[src/rtl/sparse_arb_pkg.sv]
// Shared constants and FSM state type for the crddrop arbiter.
package sparse_arb_pkg;

    localparam int DATA_W = 17;
    localparam int TOKEN_BIT = DATA_W - 1;
    localparam logic [DATA_W-1:0] DONE_TOKEN = 17'h10100;

    typedef enum logic [1:0] {
        IDLE  = 2'd0,
        FEED  = 2'd1,
        DRAIN = 2'd2
    } state_t;

endpackage

[src/rtl/crddrop_arb_rr_pick.sv]
// Combinational round-robin selector: first set request at or after ptr wins.
module rr_pick #(
    parameter int N  = 2,
    parameter int PW = 1
) (
    input  logic [N-1:0]  req,
    input  logic [PW-1:0] ptr,
    output logic [N-1:0]  gnt
);

    logic [PW-1:0] idx;

    always_comb begin
        gnt = '0;
        idx = '0;
        for (int unsigned i = 0; i < N; i++) begin
            idx = PW'((32'(ptr) + i) % 32'(N));
            if (gnt == '0 && req[idx]) begin
                gnt[idx] = 1'b1;
            end
        end
    end

endmodule

[src/rtl/crddrop_arb.sv]
// Arbitrates NUM_REQ two-channel coordinate streams onto one shared crddrop unit.
// Optional macro CRDDROP_ARB_PERF_EN adds per-requester busy-cycle counters (perf_busy).
module crddrop_arb #(
    parameter int NUM_REQ = 2,
    parameter int DATA_W  = sparse_arb_pkg::DATA_W
) (
    input  logic                            clk,
    input  logic                            rst_n,
    input  logic                            clk_en,
    input  logic                            flush,
    input  logic                            tile_en,
    input  logic [NUM_REQ-1:0][DATA_W-1:0]  req_in_0,
    input  logic [NUM_REQ-1:0][DATA_W-1:0]  req_in_1,
    input  logic [NUM_REQ-1:0]              req_in_0_valid,
    input  logic [NUM_REQ-1:0]              req_in_1_valid,
    output logic [NUM_REQ-1:0]              req_in_0_ready,
    output logic [NUM_REQ-1:0]              req_in_1_ready,
    output logic [NUM_REQ-1:0][DATA_W-1:0]  req_out_0,
    output logic [NUM_REQ-1:0][DATA_W-1:0]  req_out_1,
    output logic [NUM_REQ-1:0]              req_out_0_valid,
    output logic [NUM_REQ-1:0]              req_out_1_valid,
    input  logic [NUM_REQ-1:0]              req_out_0_ready,
    input  logic [NUM_REQ-1:0]              req_out_1_ready,
    output logic [DATA_W-1:0]               sh_in_0,
    output logic [DATA_W-1:0]               sh_in_1,
    output logic                            sh_in_0_valid,
    output logic                            sh_in_1_valid,
    input  logic                            sh_in_0_ready,
    input  logic                            sh_in_1_ready,
    input  logic [DATA_W-1:0]               sh_out_0,
    input  logic [DATA_W-1:0]               sh_out_1,
    input  logic                            sh_out_0_valid,
    input  logic                            sh_out_1_valid,
    output logic                            sh_out_0_ready,
    output logic                            sh_out_1_ready,
    output logic [NUM_REQ-1:0]              grant
`ifdef CRDDROP_ARB_PERF_EN
    ,
    output logic [NUM_REQ-1:0][31:0]        perf_busy
`endif
);

    import sparse_arb_pkg::*;

    localparam int PW = $clog2(NUM_REQ);
    localparam logic [DATA_W-1:0] DONE_W = DATA_W'(sparse_arb_pkg::DONE_TOKEN);

    state_t            state;
    logic [PW-1:0]     owner;
    logic [PW-1:0]     rr_ptr;
    logic [1:0]        in_done;
    logic [1:0]        out_done;
    logic [NUM_REQ-1:0] pick;
    logic [PW-1:0]     pick_idx;
    logic [1:0]        in_set;
    logic [1:0]        out_set;
    logic              feed_act;
    logic              out_act;

    rr_pick #(
        .N  (NUM_REQ),
        .PW (PW)
    ) u_rr_pick (
        .req (req_in_0_valid | req_in_1_valid),
        .ptr (rr_ptr),
        .gnt (pick)
    );

    always_comb begin
        pick_idx = '0;
        for (int unsigned r = 0; r < NUM_REQ; r++) begin
            if (pick[r]) pick_idx = PW'(r);
        end
    end

    assign feed_act = clk_en && tile_en && state == FEED;
    assign out_act  = clk_en && tile_en && (state == FEED || state == DRAIN);

    // grant is zero outside FEED/DRAIN, so it doubles as the per-requester route mask.
    always_comb begin
        sh_in_0        = (state == FEED) ? req_in_0[owner] : '0;
        sh_in_1        = (state == FEED) ? req_in_1[owner] : '0;
        sh_in_0_valid  = feed_act && |(req_in_0_valid & grant) && !in_done[0];
        sh_in_1_valid  = feed_act && |(req_in_1_valid & grant) && !in_done[1];
        sh_out_0_ready = out_act && |(req_out_0_ready & grant) && !out_done[0];
        sh_out_1_ready = out_act && |(req_out_1_ready & grant) && !out_done[1];
        for (int unsigned r = 0; r < NUM_REQ; r++) begin
            req_in_0_ready[r]  = feed_act && grant[r] && sh_in_0_ready && !in_done[0];
            req_in_1_ready[r]  = feed_act && grant[r] && sh_in_1_ready && !in_done[1];
            req_out_0[r]       = grant[r] ? sh_out_0 : '0;
            req_out_1[r]       = grant[r] ? sh_out_1 : '0;
            req_out_0_valid[r] = out_act && grant[r] && sh_out_0_valid && !out_done[0];
            req_out_1_valid[r] = out_act && grant[r] && sh_out_1_valid && !out_done[1];
        end
    end

    assign in_set[0]  = sh_in_0_valid && sh_in_0_ready && sh_in_0 == DONE_W;
    assign in_set[1]  = sh_in_1_valid && sh_in_1_ready && sh_in_1 == DONE_W;
    assign out_set[0] = sh_out_0_valid && sh_out_0_ready && sh_out_0 == DONE_W;
    assign out_set[1] = sh_out_1_valid && sh_out_1_ready && sh_out_1 == DONE_W;

    always_ff @(posedge clk or negedge rst_n) begin
        if (!rst_n) begin
            state    <= IDLE;
            grant    <= '0;
            owner    <= '0;
            rr_ptr   <= '0;
            in_done  <= '0;
            out_done <= '0;
        end else if (clk_en) begin
            if (flush) begin
                state    <= IDLE;
                grant    <= '0;
                owner    <= '0;
                rr_ptr   <= '0;
                in_done  <= '0;
                out_done <= '0;
            end else if (tile_en) begin
                case (state)
                    IDLE: begin
                        if (|pick) begin
                            grant <= pick;
                            owner <= pick_idx;
                            state <= FEED;
                        end
                    end
                    FEED: begin
                        in_done  <= in_done | in_set;
                        out_done <= out_done | out_set;
                        if (&(in_done | in_set)) state <= DRAIN;
                    end
                    DRAIN: begin
                        if (&(out_done | out_set)) begin
                            state    <= IDLE;
                            grant    <= '0;
                            in_done  <= '0;
                            out_done <= '0;
                            rr_ptr   <= (owner == PW'(NUM_REQ - 1)) ? '0 : owner + 1'b1;
                        end else begin
                            out_done <= out_done | out_set;
                        end
                    end
                    default: state <= IDLE;
                endcase
            end
        end
    end

`ifdef CRDDROP_ARB_PERF_EN
    always_ff @(posedge clk or negedge rst_n) begin
        if (!rst_n) begin
            perf_busy <= '0;
        end else if (clk_en) begin
            if (flush) begin
                perf_busy <= '0;
            end else begin
                for (int unsigned r = 0; r < NUM_REQ; r++) begin
                    if (grant[r] && perf_busy[r] != '1) perf_busy[r] <= perf_busy[r] + 32'd1;
                end
            end
        end
    end
`endif

endmodule

[config.mk]
export PLATFORM = sky130hd
export DESIGN_NAME = crddrop_arb
export DESIGN_NICKNAME = d
export VERILOG_FILES = /design/src/rtl/sparse_arb_pkg.sv /design/src/rtl/crddrop_arb_rr_pick.sv /design/src/rtl/crddrop_arb.sv
export SDC_FILE = /design/constraint.sdc
export NUM_CORES = 1
export LEC_CHECK = 0
export CAP_MARGIN = 20
export CORE_MARGIN = 5
export CORE_UTILIZATION = 29
export CTS_CLUSTER_SIZE = 12
export DETAILED_ROUTE_END_ITERATION = 7
export PLACE_DENSITY = 0.86
export SETUP_SLACK_MARGIN = 0.05
export SYNTH_ARGS = -nofsm -noshare
export SYNTH_HDL_FRONTEND = slang
export SYNTH_SLANG_ARGS = --single-unit
[constraint.sdc]
create_clock -name clk -period 2.6 [get_ports clk]
set_input_delay 0.52 -clock clk [delete_from_list [all_inputs] [get_ports clk]]
set_output_delay 0.52 -clock clk [all_outputs]
set_load 0.1 [all_outputs]
==> flow_metrics.env <==
export IMPL_layout_drive_gt1_share_pct=35.16
export IMPL_syn_num_nets=421
export IMPL_switching_share_pct=59.42
export IMPL_cts_root_buf="clkbuf_8"
export IMPL_clk_pin_slew_worst_paths_ns=0.05
export IMPL_insertion_delay_ns=0.23
export IMPL_yosys_most_used_dff="dfrtp_1"
export IMPL_fp_coreArea_um2=7253
export IMPL_syn_to_final_growth_pct=182.3
export IMPL_fillers=349
export IMPL_clkPwrFrac_pct=5.0
export IMPL_drc=0
export IMPL_fp_dieArea_um2=9268
export IMPL_end_kind="primary output"
export IMPL_grt_max_degree=29
export IMPL_port_buffers=234
export IMPL_syn_area_um2=2158
export IMPL_power_switching_mw=2.291
export IMPL_start_util_pct=29.76
export IMPL_synth_seq_cells=10
export IMPL_place_ws_ns=-0.08892
export IMPL_cts_buffers=3
export IMPL_power_density_nw_per_um2=632.8
export IMPL_run_status="finished, final reports clean"
export IMPL_n_antenna_cell=0
export IMPL_min_period_over_period_pct=94.91
export IMPL_slowest_delay_ns=0.48
export IMPL_startpoint_type="input port"
export IMPL_met1_usage_pct=28.16
export IMPL_setup_ws_ns=0.1323
export IMPL_hpwl_um=11830
export IMPL_whs_ns=0.5383
export IMPL_hold_viol_final=0
export IMPL_rsz0062_at_grt="yes"
export IMPL_worst_pin_slew_ns=0.4956
export IMPL_peakVddDrop_mv=0.6166
export IMPL_synth_edf_count=0
export IMPL_dp_cells=624
export IMPL_synth_cells=298
export IMPL_antenna_found_initial=0
export IMPL_post_cts_buffers=0
export IMPL_clock_sinks=10
export IMPL_path_buf_inv=3
export IMPL_cts_max_path_buffers=2
export IMPL_ys_types=47
export IMPL_grt_pass1_vias=3570
export IMPL_p_leak_nw=2.351
export IMPL_final_common_cell="clkdlybuf4s50_1"
export IMPL_die_y_um=96.27
export IMPL_drt_iter0_markers=129
export IMPL_setup_violations=0
export IMPL_cts_hold_buf=0
export IMPL_layout_common_cells="clkdlybuf4s50_1 (118), buf_12 (115), and2_1 (70)"
export IMPL_path_class="in2out"
export IMPL_power_frac_comb_pct=89.1
export IMPL_gr_usage_all_layers_pct=27.79
export IMPL_io_pins=235
export IMPL_worst_path_max_fanout=4
export IMPL_gr_usage_met3_pct=7.662
export IMPL_grt_overflow=0
export IMPL_die_x_um=96.27
export IMPL_cp_slowest_cell="clkdlybuf4s50_1"
export IMPL_arrival_ns=1.95
export IMPL_p_int_mw=1.565
export IMPL_worstPathRequired_ns=2.08
export IMPL_cts_tree="done"
export IMPL_maxCapViolations=0
export IMPL_synth_seq_area_share_pct=11.59
export IMPL_yosys_warnings=0
export IMPL_cp_cell_sequence="clkdlybuf4s50_1 -> nand3_1 -> nor3b_1 -> buf_4 -> and2_1 -> buf_12"
export IMPL_via_per_inst=5.258
export IMPL_syn_avg_cell_area_um2=7.243
export IMPL_htree_levels=1
export IMPL_routed_wl_um=13490
export IMPL_final_max_slew_viol_count=0
export IMPL_grt_use_met2_pct=53.54
export IMPL_final_core_util_pct=83.99
export IMPL_floorplan_rows=31
export IMPL_min_path_type="reg2reg"
export IMPL_globalplace_congestion=0.8725
export IMPL_finalClockSkew_ns=0.001850
export IMPL_grt_first_pass_wirelength_um=19610
export IMPL_fin_area_um2=6092
export IMPL_slew_headroom_pct=66.96
export IMPL_period_minus_slack_ns=2.468
export IMPL_synthArstFlopShare_pct=100.0
export IMPL_busiest_layer="met2"
export IMPL_stdcell_count=628
export IMPL_postRouteAntennaNets=0
export IMPL_firstDrtPassIters=4
export IMPL_wl_per_cell_um=21.48
export IMPL_crit_family="buffers and inverters"
export IMPL_vias=3302
export IMPL_postPlaceCellArea_um2=5997
export IMPL_max_clock_freq_ghz=0.4052
export IMPL_power_frac_seq_pct=5.9
export IMPL_finalNetCount=653
## power groups by stage
stage	Combinational (mW)	Clock [mW]	Sequential [mW]
after floorplan	2.09	0	0.233
after global placement	3.38	0	0.229
after detailed placement	3.43	0	0.231
after CTS	3.44	0.193	0.228
after global routing	3.51	0.207	0.235
final	3.43	0.192	0.228
## path summary, 6_finish.rpt
check	end	from	cells after the start	slack, ns
min in group asynchronous	rr_ptr	rst_n	1	0.61
worst min-delay path	state[0]	state[0]	1	0.54
max in group asynchronous	grant[1]	rst_n	1	1.64
worst max-delay path	req_in_1_ready[0]	clk_en	6	0.13
worst max register to register	state[0]	owner	7	0.35
worst min register to register	state[0]	state[0]	1	0.54
## registers in the layout (all words and copies together) (netlist names)
| signal | count |
|---|---|
| owner | 1 |
| in_done | 2 |
| rr_ptr | 1 |
| state | 2 |
| grant | 2 |
| out_done | 2 |
## stage by stage
step | total power [mW] | setup TNS [ns]
final | 3.855 | 0
after global routing | 3.955 | 0
after CTS | 3.857 | 0
after detailed placement | 3.662 | -0.3740
after global placement | 3.609 | 0
after floorplan | 2.319 | -0.1045
## repair_timing
| item | CTS | global route |
|---|---|---|
| resized for setup | 0 | 6 |
| setup endpoints to repair | 0 | 11 |
| hold endpoints to repair | 0 | 0 |
## synth_stat cells (all sizes together), types with 2 or more instances
master / instances / area share (%)
and2: 70 / 20
nor2b: 35 / 10
a21oi: 8 / 1.9
o22ai: 2 / 0.58
and3: 6 / 1.7
or4: 3 / 1.2
dfrtp: 10 / 12
nand2b: 3 / 0.87
nor4: 8 / 2.3
o41ai: 3 / 1.9
o221ai: 2 / 0.81
o21ai: 4 / 0.93
nor3b: 5 / 1.7
clkbuf: 14 / 2.4
nand3: 5 / 1.4
mux2i: 34 / 16
nor3: 8 / 1.9
nand2: 7 / 1.2
inv: 7 / 1.2
nand4: 6 / 1.7
a22oi: 5 / 1.7
o31ai: 2 / 0.70
o2bb2ai: 3 / 1.2
buf: 5 / 1.9
ha: 4 / 2.3
nor4b: 2 / 0.81
nor2: 25 / 4.7
## routing by layer
layer | vias to the layer above | part of all wire, %
li1 | 1509 | -
met1 | 1568 | 32
met2 | 178 | 55
met3 | 47 | 8.6
met4 | 0 | 4.1
met5 | - | 0
## final cells by class
class	count	area (µm²)	share of cell area (%)
Timing Repair Buffer	246	3581	58.78
Multi-Input combinational cell	262	2052	33.68
Sequential cell	10	254.0	4.169
Tap cell	99	123.9	2.033
Clock buffer	4	55.05	0.9037
Inverter	7	26.28	0.4313
## kinds of logic after synthesis
group                      share of synthesized area (%)
and+or+nand+nor                                    52.06
muxes                                              15.77
adders and majority gates                          2.319
buffers and inverters                              5.565
AOI/OAI and AO/OA                                  12.70
DFF                                                11.59
## worst reg2reg max path, stage by stage (launching register included)
cell and delay, ns:
dfrtp_2 0.56, or4_1 0.59, nor2_1 0.11, o22ai_1 0.12, a221oi_2 0.31, o22a_2 0.22
o21ai_1 0.08, o2bb2ai_1 0.13
No activity file was read; power rests on OpenSTA's default activity.
